===== src/rtl/asip_vec_pkg.sv =====
// Shared types for the vector ASIP execute-stage completion logic.
package asip_vec_pkg;

    typedef enum logic [1:0] {
        OP_SCALAR = 2'd0,
        OP_VECTOR = 2'd1,
        OP_REDUCE = 2'd2
    } op_type_e;

    typedef enum logic [1:0] {
        IDLE,
        RUN,
        TAIL,
        DONE
    } vec_op_state_e;

    localparam int unsigned LANES_DEF = 4;
    localparam int unsigned TAIL_W    = $clog2(LANES_DEF);

    // Number of reduction-tree drain cycles for a given lane count.
    function automatic int unsigned tail_w(input int unsigned lanes);
        return $clog2(lanes);
    endfunction

endpackage


===== src/rtl/lane_mask_gen.sv =====
// Combinational per-lane valid mask for the current beat of a vector operation.
module lane_mask_gen
    import asip_vec_pkg::*;
#(
    parameter int unsigned CNT_W = 6,
    parameter int unsigned LANES = 4
) (
    input  logic             en,
    input  op_type_e         mode,
    input  logic [CNT_W-1:0] elem_idx,
    input  logic [CNT_W-1:0] vector_max,
    output logic [LANES-1:0] lane_valid
);

    always_comb begin
        lane_valid = '0;
        for (int i = 0; i < LANES; i++) begin
            if (en) begin
                if (mode == OP_SCALAR) begin
                    lane_valid[i] = (i == 0);
                end else begin
                    // One extra bit so lanes past 2^CNT_W-1 never wrap back to valid.
                    lane_valid[i] = ({1'b0, elem_idx} + (CNT_W + 1)'(i)) <= {1'b0, vector_max};
                end
            end
        end
    end

endmodule


===== src/rtl/vec_op_completion.sv =====
// Completion controller: element counter, lane masking, reduction tail and finished/done flags.
// Optional cycle counter output op_cycles when VEC_OP_COMPLETION_PERF_EN is defined.
module vec_op_completion
    import asip_vec_pkg::*;
#(
    parameter int unsigned CNT_W = 6,
    parameter int unsigned LANES = 4
) (
    input  logic             clk,
    input  logic             rst,
    input  logic             start,
    input  logic [1:0]       op_type,
    input  logic [CNT_W-1:0] vector_max,
    input  logic             stall,
`ifdef VEC_OP_COMPLETION_PERF_EN
    output logic [15:0]      op_cycles,
`endif
    output logic             busy,
    output logic [CNT_W-1:0] elem_idx,
    output logic [LANES-1:0] lane_valid,
    output logic             finished,
    output logic             done_pulse
);

    localparam int unsigned TAIL_LEN = tail_w(LANES);
    localparam int unsigned TCNT_W   = (TAIL_LEN > 0) ? TAIL_LEN : 1;
    localparam logic [TCNT_W-1:0] TAIL_LAST = TCNT_W'((TAIL_LEN > 0) ? TAIL_LEN - 1 : 0);

    vec_op_state_e    state_q, state_d;
    op_type_e         op_q, op_d;
    logic [CNT_W-1:0] vmax_q, vmax_d;
    logic [CNT_W-1:0] elem_idx_q, elem_idx_d;
    logic [TCNT_W-1:0] tail_q, tail_d;
    logic             done_pulse_q, done_pulse_d;
    logic             accept;
    logic             last_beat;
    logic [CNT_W:0]   next_sum;

    assign accept   = start && ((state_q == IDLE) || (state_q == DONE));
    assign next_sum = {1'b0, elem_idx_q} + (CNT_W + 1)'(LANES);
    assign last_beat = (op_q == OP_SCALAR) || (next_sum > {1'b0, vmax_q});

    always_comb begin
        state_d    = state_q;
        op_d       = op_q;
        vmax_d     = vmax_q;
        elem_idx_d = elem_idx_q;
        tail_d     = tail_q;
        unique case (state_q)
            IDLE, DONE: begin
                if (start) begin
                    state_d    = RUN;
                    vmax_d     = vector_max;
                    elem_idx_d = '0;
                    tail_d     = '0;
                    case (op_type)
                        2'd1:    op_d = OP_VECTOR;
                        2'd2:    op_d = OP_REDUCE;
                        default: op_d = OP_SCALAR;
                    endcase
                end
            end
            RUN: begin
                if (!stall) begin
                    if (last_beat) begin
                        tail_d  = '0;
                        state_d = (op_q == OP_REDUCE && TAIL_LEN > 0) ? TAIL : DONE;
                    end else begin
                        elem_idx_d = elem_idx_q + CNT_W'(LANES);
                    end
                end
            end
            TAIL: begin
                if (!stall) begin
                    if (tail_q == TAIL_LAST) begin
                        state_d = DONE;
                    end else begin
                        tail_d = tail_q + TCNT_W'(1);
                    end
                end
            end
            default: state_d = IDLE;
        endcase
        done_pulse_d = (state_d == DONE) && (state_q != DONE);
    end

    always_ff @(posedge clk or posedge rst) begin
        if (rst) begin
            state_q      <= IDLE;
            op_q         <= OP_SCALAR;
            vmax_q       <= '0;
            elem_idx_q   <= '0;
            tail_q       <= '0;
            done_pulse_q <= 1'b0;
        end else begin
            state_q      <= state_d;
            op_q         <= op_d;
            vmax_q       <= vmax_d;
            elem_idx_q   <= elem_idx_d;
            tail_q       <= tail_d;
            done_pulse_q <= done_pulse_d;
        end
    end

    assign busy       = (state_q == RUN) || (state_q == TAIL);
    assign finished   = (state_q == DONE);
    assign done_pulse = done_pulse_q;
    assign elem_idx   = elem_idx_q;

    lane_mask_gen #(
        .CNT_W (CNT_W),
        .LANES (LANES)
    ) u_lane_mask_gen (
        .en         (state_q == RUN),
        .mode       (op_q),
        .elem_idx   (elem_idx_q),
        .vector_max (vmax_q),
        .lane_valid (lane_valid)
    );

`ifdef VEC_OP_COMPLETION_PERF_EN
    logic [15:0] cycles_q, cycles_d;

    always_comb begin
        cycles_d = cycles_q;
        if (accept) begin
            cycles_d = '0;
        end else if (busy && (cycles_q != 16'hFFFF)) begin
            cycles_d = cycles_q + 16'd1;
        end
    end

    always_ff @(posedge clk or posedge rst) begin
        if (rst) begin
            cycles_q <= '0;
        end else begin
            cycles_q <= cycles_d;
        end
    end

    assign op_cycles = cycles_q;
`else
    logic unused_accept;
    assign unused_accept = accept;
`endif

endmodule

===== config.mk =====
export PLATFORM = sky130hd
export DESIGN_NAME = vec_op_completion
export DESIGN_NICKNAME = d
export VERILOG_FILES = /design/src/rtl/asip_vec_pkg.sv /design/src/rtl/lane_mask_gen.sv /design/src/rtl/vec_op_completion.sv
export SDC_FILE = /design/constraint.sdc
export NUM_CORES = 1
export LEC_CHECK = 0
export BUFFER_PORTS_ARGS = -buffer_cell sky130_fd_sc_hd__buf_2
export CAP_MARGIN = 20
export CORE_MARGIN = 5
export CORE_UTILIZATION = 30
export DETAILED_ROUTE_END_ITERATION = 12
export PLACE_DENSITY = 0.6
export SETUP_SLACK_MARGIN = 0.5
export SLEW_MARGIN = 20
export SYNTH_ARGS = -nofsm -noshare
export SYNTH_HDL_FRONTEND = slang
export SYNTH_SLANG_ARGS = --single-unit

===== constraint.sdc =====
create_clock -name clk -period 4.57 [get_ports clk]
set_input_delay 1.1425 -clock clk [delete_from_list [all_inputs] [get_ports clk]]
set_output_delay 1.1425 -clock clk [all_outputs]
set_load 0.01 [all_outputs]

==> results of run 1 <==
## cell usage after synthesis (all sizes together) (4+ instances only)
cell    number  share of area (%)
nand2b       4                1.7
dfrtp       17                 30
nor2        12                3.1
inv         12                3.1
o21ai       10                3.8
o21a         5                2.7
a211oi       6                3.1
buf          5                2.1
nand2        8                2.1
clkbuf       4                1.0
ha          20                 17
a21o         5                2.7
a21oi        6                2.1
nor3         4                2.2
mux2         8                6.3
## power groups by stage
stage	registers, uW	logic [uW]	clock network, uW
finish	282	711	116
global route	293	798	125
CTS	282	714	117
detailed placement	285	712	0
global placement	282	715	0
floorplan	268	552	0
## worst register-to-register path: stages (launching register included)
cell and delay (ns):
dfrtp_1 0.47, ha_1 0.27, xor2_1 0.16, ha_1 0.33, a21o_2 0.22, a21oi_1 0.25, o21ai_2 0.15, nor3_4 0.27
mux2_1 0.36
## metrics by stage
stage                     setup slack, ns  instances  hold slack, ns
after global placement               1.69        223           0.488
after global routing                 1.30        227           0.538
after CTS                            1.40        227           0.510
after detailed placement             1.68        223           0.495
final                                1.40        227           0.505
after floorplan                      1.81        156           0.476
## flip-flops by register name, indices dropped and copies added (netlist names)
name and count:
state_q 2, op_q 2, tail_q 2, vmax_q 6
done_pulse 1, elem_idx 4
## cell usage in the layout (no fill, tap or decap), types with 2 or more instances in the layout
cell / instances
nand2_1: 8
ha_1: 20
nor2_1: 12
nand3b_1: 2
nor3_1: 3
mux2_2: 6
nand3_1: 2
buf_2: 22
a211oi_1: 6
nand2b_1: 4
o21a_1: 4
o21ai_0: 9
nor4b_1: 2
a22oi_1: 2
clkbuf_8: 3
dfrtp_1: 17
inv_1: 12
mux2_1: 2
nor2b_1: 2
a21oi_1: 6
a211o_1: 2
mux2i_1: 2
conb_1: 2
o22ai_1: 2
a21o_1: 4
## final timing paths
kind | end | slack (ns) | depth (start not counted)
max reg2reg | elem_idx[5] | 1.97 | 8
min in group asynchronous | op_q[1] | 0.96 | 2
max in group asynchronous | elem_idx[3] | 3.18 | 2
min reg2reg | vmax_q[5] | 0.51 | 1
max | lane_valid[1] | 1.40 | 7
min | vmax_q[5] | 0.51 | 1
## cell families (layout without fill, tap and decap cells)
logic type | Yosys count | after routing | synth area share [%]
flops | 17 | 17 | 29.7
mux | 10 | 10 | 7.70
simple gates | 42 | 42 | 17.4
fa+ha+maj | 20 | 20 | 17.5
xor+xnor | 2 | 2 | 1.23
compound gates | 42 | 42 | 19.9
other cells | 1 | 2 | 0.262
buf+inv | 21 | 38 | 6.30
## per-layer routing
layer | up-vias | share of wire (%)
met5 | - | 0
met3 | 4 | 3.3
met2 | 17 | 45
met4 | 0 | 0.62
li1 | 587 | -
met1 | 532 | 51
## area by class of cell
cell class                 count  area, sq um  share of cell area [%]
sequential                    17          425                    26.4
clock buffer                   4         45.0                    2.80
timing repair buffer          22          110                    6.83
tap                           54         67.6                    4.19
multi-input combinational    118          918                    57.0
inverter                      12         45.0                    2.80
==> results_dict.tcl, run 1 <==
set metrics [dict create \
    status "completed" \
    row_count 25 \
    swShare_pct 47.5 \
    ys_warn_count 0 \
    grt_max_degree 18 \
    r2r-start "elem_idx[2]" \
    fillers 485 \
    worstHoldStart "vmax_q[5]" \
    portBuffers 22 \
    slowest_delay_ns 0.47 \
    layout-drive-gt1-share_pct 21.4 \
    pwr-share-clk_pct 10.4 \
    intPower_uw 582 \
    postCtsSetupRepairBufs 0 \
    cts_buffer_depth 2 \
    crit_buf_inv 1 \
    crit_required_ns 3.43 \
    drc 0 \
    clkTransAtPathRegs_ns 0.07 \
    crit_path_end_kind "output pin" \
    synthToLayoutAreaGrowth_pct 12.7 \
    hp-class "flop to flop" \
    startpoint "elem_idx[2]" \
    max_freq_mhz 315 \
    pwr-share-comb_pct 64.1 \
    synth.cell_area_sq_um 1430 \
    grt_pass1_vias 1107 \
    cp_slowest_cell "dfrtp_1" \
    drt_iter0_drc 78 \
    hold_viol 0 \
    routed_wirelength_mm 3.05 \
    cts_resized 0 \
    use_met3_pct 2.27 \
    rsz0062_at_grt "no" \
    synth_cell_types 42 \
    design_area_sq_um 1610 \
    worstSkewPairLatency_ns 0.25 \
    crit_family "compound AO/OA/AOI/OAI gates" \
    cts-root-buf "clkbuf_8" \
    slew_headroom_pct 48.4 \
    synth_seq_cells 17 \
    ys_async_sr_fraction_pct 100 \
    gp_congestion 0.806 \
    pin_count 25 \
    core_area_sq_um 4660 \
    ir_worst_vdd_v 0.000212 \
    numCtsBuffers 3 \
    period_share_pct 69.4 \
    fin_tns_setup_ns 0 \
    overflow 0 \
    die_w_um 79.0 \
    use_met1_pct 15.3 \
    period_needed_ns 3.17 \
    via_per_inst 5.02 \
    initial_core_util_pct 30.7 \
    h-tree-depth 1 \
    pwr-share-seq_pct 25.4 \
    synth_cells 155 \
    clock_sinks 17 \
    grt-busiest-layer "met2" \
    crit_fanout 8 \
    ys_seq_area_share_pct 29.7 \
    routedWlPerCell_um 13.4 \
    postPlaceCellArea_sq_um 1570 \
    syn_area_per_cell_sq_um 9.23 \
    crit_chain "ha_1 -> and4b_1 -> a211o_1 -> a21oi_1 -> a31oi_1 -> nor2_1 -> buf_2" \
    p_sw_uw 527 \
    chipHeight_um 79.0 \
    grt.met2_usage_pct 15.7 \
    skew_ns 0.00694 \
    report.final.slew_viol_count 0 \
    drtAntennaViolNets 0 \
    dp_hpwl_mm 2.44 \
    crit_type "flop to output pin" \
    num_antenna_cells 0 \
    synth_edf_count 0 \
    antenna_found_initial 0 \
    cp-start-kind "flop" \
    nNetsFinal 206 \
    finish.utilization_pct 34.6 \
    tightestPinTransition_ns 0.766 \
    num_vias 1140 \
    power.leakage_uw 0.000837 \
    ctsHoldBuffers 0 \
    grt_usage_pct 10.4 \
    p_total_uw 1110 \
    ys.flop_type "dfrtp_1" \
    worstPathArrival_ns 2.03 \
    drv_cap 0 \
    setup_viol 0 \
    cts_tree "done" \
    die_area_sq_um 6250 \
    dr.pass1.iters 4 \
    grt_first_pass_wirelength_mm 5.18 \
    pwr_density_cell_nw_per_um2 688 \
]
No activity file was read; power rests on OpenSTA's default activity.
==> run 2: changes to the inputs <==
==> constraint.sdc (replaced) <==
create_clock -name clk -period 3.2 [get_ports clk]
set_input_delay 0.8 -clock clk [delete_from_list [all_inputs] [get_ports clk]]
set_output_delay 0.8 -clock clk [all_outputs]
set_load 0.01 [all_outputs]
==> run 2 against run 1 <==
Against the previous run:
- count of clock-buffer cells in the layout stayed put
- via count rose by 0.79%
- clock skew shrank 0.0037 ns
- final area increased by 9.2%
- final cell count increased by 4.0%
- largest power group unchanged
- highest routed layer unchanged
==> results_dict.tcl, run 2 (synthesis gave the netlist of run 1 again) <==
set metrics [dict create \
    drc 0 \
    drv_cap 0 \
    numCtsBuffers 3 \
    regMostFlops "vmax_q" \
    fin_tns_setup_ns 0 \
    crit_type "flop to output pin" \
    drtAntennaViolNets 0 \
    chipHeight_um 79.0 \
    design_area_sq_um 1760 \
    core_area_sq_um 4660 \
    grt_usage_pct 10.9 \
    die_w_um 79.0 \
    die_area_sq_um 6250 \
    row_count 25 \
    max_freq_mhz 372 \
    tightestPinTransition_ns 0.647 \
    cp-start-kind "flop" \
    pwr_density_cell_nw_per_um2 996 \
    report.final.slew_viol_count 0 \
    clkTransAtPathRegs_ns 0.07 \
    nNetsFinal 215 \
    crit_buf_inv 1 \
    worstSkewPairLatency_ns 0.25 \
    routedWlPerCell_um 13.5 \
    power.leakage_uw 0.000876 \
    p_total_uw 1750 \
    slowest_delay_ns 0.46 \
    setup_viol 0 \
    wl_met1_mm 1.60 \
    cts_buffer_depth 2 \
    status "completed" \
    final_common_cell "buf_2" \
    dr_wl_met2_mm 1.44 \
    whs_ns 0.512 \
    cts-root-buf "clkbuf_8" \
    ctsHoldBuffers 0 \
    overflow 0 \
    fillers 477 \
    synthToLayoutAreaGrowth_pct 23.1 \
    dp_hpwl_mm 2.41 \
    ir_worst_vdd_v 0.000421 \
    h-tree-depth 1 \
    period_needed_ns 2.69 \
    antenna_found_initial 0 \
    met3WireLength_um 89 \
    slew_headroom_pct 56.8 \
    crit_fanout 5 \
    skew_ns 0.00327 \
    cp_slowest_cell "dfrtp_2" \
    postPlaceCellArea_sq_um 1570 \
    cts_tree "done" \
    largest_register_ffs 6 \
    crit_family "compound AO/OA/AOI/OAI gates" \
    rsz0062_at_grt "yes" \
    hold_viol 0 \
    pin_count 25 \
    drt_iter0_drc 76 \
    most-common-layout-cells "buf_2 (22), ha_1 (16), dfrtp_1 (14)" \
    worstPathArrival_ns 1.89 \
    layout-drive-gt1-share_pct 33.5 \
    crit_path_end_kind "output pin" \
    initial_core_util_pct 30.7 \
    routed_wirelength_mm 3.19 \
    num_antenna_cells 0 \
    finish.utilization_pct 37.8 \
    clock_sinks 17 \
    highest_layer "met4" \
    grt_first_pass_wirelength_mm 5.42 \
    portBuffers 22 \
    hp-class "flop to flop" \
    grt_pass1_vias 1152 \
    via_per_inst 4.87 \
    gp_congestion 0.794 \
    dr.pass1.iters 4 \
    crit_required_ns 2.40 \
    crit_chain "ha_4 -> a21o_1 -> a211o_1 -> a21oi_1 -> a31oi_1 -> nor2_1 -> buf_2" \
    grt_max_degree 18 \
    num_vias 1149 \
    period_share_pct 84.1 \
]
[run 2: cell count changes in the layout (fill, tap and decap cells not counted), sizes merged]
cell  previous run  this run
buf             22        31
[run 2: area by class of cell]
cell class / count / area, sq um / share of cell area (%)
Clock buffer: 4 / 45.0 / 2.56
Inverter: 12 / 45.0 / 2.56
Multi-Input combinational cell: 118 / 992 / 56.4
Sequential cell: 17 / 429 / 24.4
Tap cell: 54 / 67.6 / 3.84
Timing Repair Buffer: 31 / 181 / 10.3
[run 2: worst paths after layout]
kind | startpoint | end | slack (ns) | cells past startpoint
worst max-delay path | elem_idx[3] | lane_valid[1] | 0.51 | 7
worst min register to register | vmax_q[5] | vmax_q[5] | 0.51 | 1
min in group asynchronous | rst | op_q[0] | 0.62 | 2
worst min-delay path | vmax_q[5] | vmax_q[5] | 0.51 | 1
max in group asynchronous | rst | elem_idx[4] | 2.12 | 2
worst max register to register | elem_idx[2] | elem_idx[5] | 0.70 | 9
[run 2: what timing repair did]
action | in CTS | in global routing
pin swaps | 1 | 6
setup endpoints to repair | 3 | 5
resized for setup | 9 | 9
buffers inserted | 6 | 2
[run 2: where the power goes]
part	internal (uW)	total (uW)	switching, uW
combinational	555	1190	637
clock	88.4	162	73.2
sequential	301	401	99.7
total	944	1750	810
[run 2: layer usage]
layer	up-vias	GRT usage (%)
li1	608	-
met1	515	14.9
met2	19	17.0
met3	7	2.27
met4	0	3.78
met5	-	0
[run 2: stage by stage]
step | std cells | worst slack [ns]
2_1_floorplan | 156 | 0.784
3_3_place_gp | 224 | 0.660
3_5_place_dp | 224 | 0.670
4_1_cts | 234 | 0.503
5_1_grt | 236 | 0.406
6_report | 236 | 0.508
==> run 3: changes to the inputs <==
--- a/config.mk
+++ b/config.mk
@@ -5,6 +5,7 @@
 export SDC_FILE = /design/constraint.sdc
 export NUM_CORES = 1
 export LEC_CHECK = 0
+export ABC_AREA = 1
 export BUFFER_PORTS_ARGS = -buffer_cell sky130_fd_sc_hd__buf_2
 export CAP_MARGIN = 20
 export CORE_MARGIN = 5
==> constraint.sdc (replaced) <==
create_clock -name clk -period 2.8 [get_ports clk]
set_input_delay 0.7 -clock clk [delete_from_list [all_inputs] [get_ports clk]]
set_output_delay 0.7 -clock clk [all_outputs]
set_load 0.01 [all_outputs]
==> run 3 against run 2 <==
Against the previous run:
- synthesized cell count increased by 19%
- final area up 8.5%
- critical path depth is 1 higher
- synthesized area down 1.5%
- clock skew up 0.0028 ns
- final cell count up 17%
- non-clock buffer count up 7
- first-iteration DRC count shrank 33%
- clock power is 16% higher
- combinational power increased by 60%
- sequential cell count did not move
- critical endpoint unchanged
==> results_dict.tcl, run 3 <==
set metrics [dict create \
    max_freq_mhz 402 \
    crit_type "flop to output pin" \
    syn_area_per_cell_sq_um 7.62 \
    pre_cts_ws_ns 0.422 \
    period_share_pct 88.7 \
    pwr_density_cell_nw_per_um2 1330 \
    drt_iter0_drc 51 \
    synth_top_cell_by_area "dfrtp_1" \
    grt_first_pass_wirelength_mm 5.63 \
    drc 0 \
    drv_cap 0 \
    ys_async_sr_fraction_pct 100 \
    worst-path-stages 8 \
    grt_max_degree 18 \
    ctsHoldBuffers 0 \
    power.leakage_uw 0.000971 \
    synth_cell_types 30 \
    worstHoldStart "op_q[1]" \
    status "completed" \
    ys.flop_type "dfrtp_1" \
    synth_seq_cells 17 \
    cp_slowest_cell "dfrtp_2" \
    synth_edf_count 0 \
    initial_core_util_pct 30.4 \
    skew_ns 0.00612 \
    dr.pass1.iters 4 \
    synthToLayoutAreaGrowth_pct 35.6 \
    synthMuxAreaShare_pct 0 \
    whs_ns 0.484 \
    num_antenna_cells 0 \
    ir_worst_vdd_v 0.000361 \
    die_w_um 78.5 \
    fillers 468 \
    cp-start-kind "flop" \
    core_area_sq_um 4630 \
    synth_cells 185 \
    routed_wirelength_mm 3.48 \
    worstPathArrival_ns 1.78 \
    row_count 25 \
    synth_compound_area_share_pct 13.0 \
    via_per_inst 4.62 \
    fin_tns_setup_ns 0 \
    synth_top_family_by_area "simple AND/OR/NAND/NOR gates" \
    most-common-layout-cells "nand2_1 (31), inv_1 (28), buf_2 (22)" \
    synth_common_cells "nand2_1 (35), inv_1 (34), ha_1 (20), dfrtp_1 (17), nor2_1 (13)" \
    cts_buffer_depth 2 \
    hp-class "flop to flop" \
    largest_register_ffs 6 \
    routedWlPerCell_um 12.6 \
    crit_family "compound AO/OA/AOI/OAI gates" \
    reg2reg_depth 15 \
    die_area_sq_um 6170 \
    tightestPinTransition_ns 0.668 \
    slowest_delay_ns 0.43 \
    crit_chain "ha_4 -> nand2_1 -> nand2_1 -> a311oi_2 -> inv_1 -> a21o_1 -> a21oi_1 -> buf_2" \
    yosys.cell_count.top_type "nand2_1" \
    final_cell_count_no_fill 276 \
    ys_warn_count 0 \
    antenna_found_initial 0 \
    synth_xor_xnor_area_share_pct 1.24 \
    dp.cells 256 \
    regMostFlops "vmax_q" \
    crit_buf_inv 2 \
    grt_pass1_vias 1214 \
    dp_hpwl_mm 2.39 \
    rsz0062_at_grt "yes" \
    setup_viol 0 \
    cts_tree "done" \
    hold_viol 0 \
    synth.area.top_cells "dfrtp_1 (30%), ha_1 (18%), nand2_1 (9.3%)" \
    path_common_cell "nand2_1" \
    layout-drive-gt1-share_pct 39.6 \
    num_vias 1275 \
    grt_usage_pct 11.4 \
    crit_required_ns 2.10 \
    crit_path_end_kind "output pin" \
    regToRegSetupSlack_ns 0.51 \
    setup_ws_ns 0.315 \
    overflow 0 \
    cts-root-buf "clkbuf_8" \
    min_path_cells 2 \
    clkTransAtPathRegs_ns 0.07 \
    synth.cell_area_sq_um 1410 \
    slew_headroom_pct 55.4 \
    final_common_cell "nand2_1" \
    portBuffers 22 \
    yosysTopAreaCellShare_pct 30.2 \
    gp_congestion 0.843 \
    worstSkewPairLatency_ns 0.26 \
    clock_sinks 17 \
    worstReg2RegEnd "elem_idx[4]" \
    synth-adder-area-share_pct 17.8 \
    holdPathEnd "op_q[1]" \
    postPlaceCellArea_sq_um 1560 \
    h-tree-depth 1 \
    period_needed_ns 2.48 \
    crit_fanout 5 \
    nNetsFinal 255 \
    report.final.slew_viol_count 0 \
    r2r-start "elem_idx[3]" \
    synth_simple_gate_area_share_pct 26.1 \
    drtAntennaViolNets 0 \
    pin_count 25 \
    ys_seq_area_share_pct 30.2 \
    numCtsBuffers 3 \
    design_area_sq_um 1910 \
    chipHeight_um 78.5 \
]
-- run 3: per-stage QoR --
| stage | utilization, % | power, uW |
|---|---|---|
| 6_report | 41.3 | 2540 |
| 5_1_grt | 41.3 | 2810 |
| 4_1_cts | 38.5 | 2340 |
| 3_5_place_dp | 33.7 | 1890 |
| 3_3_place_gp | 33.7 | 1880 |
| 2_1_floorplan | - | 1570 |
-- run 3: tightest hold or removal path, stage by stage (launching register included) --
cell and delay [ns]:
dfrtp_1 0.34, nand2_1 0.06, o31ai_1 0.05
-- run 3: where the power goes --
part | total, uW | leakage (uW) | internal [uW] | switching (uW)
logic | 1900 | 0.000738 | 822 | 1080
clock network | 188 | 0.0000228 | 101 | 86.6
registers | 454 | 0.000210 | 360 | 93.1
-- run 3: layout make-up --
class,instances,area (sq um),area share [%]
inverter,35,131,6.88
tap,54,67.6,3.54
multi-input combinational,128,983,51.5
timing repair buffer,38,253,13.2
sequential,17,430,22.5
clock buffer,4,45.0,2.36
-- run 3: worst max path at each step --
stage	startpoint	endpoint	slack, ns
2_1_floorplan	elem_idx[4]	lane_valid[1]	0.52
3_3_place_gp	elem_idx[4]	lane_valid[1]	0.46
3_5_place_dp	elem_idx[4]	lane_valid[1]	0.42
4_1_cts	vmax_q[4]	lane_valid[1]	0.30
5_1_grt	vmax_q[4]	lane_valid[1]	0.22
6_report	elem_idx[4]	lane_valid[1]	0.32
-- run 3: repair_timing --
item	in CTS	in global routing
pin swaps	7	12
setup endpoints to repair	4	13
resized for setup	21	21
setup buffers	10	6
-- run 3: routing by layer --
metal	vias to the layer above	share of wire, %	routed length (um)	global-route usage, %
met1	585	45	1560	14.4
li1	658	-	-	-
met5	-	0	0	0
met4	0	1.9	67	3.67
met2	26	50	1730	19.5
met3	6	3.5	121	2.29
-- run 3: cell families (layout without fill, tap and decap cells) --
logic type / count (synthesis) / after routing
simple gates: 74 / 74
buf+inv: 41 / 77
compound gates: 30 / 30
fa+ha+maj: 20 / 20
flops: 17 / 17
xor+xnor: 2 / 2
other cells: 1 / 2
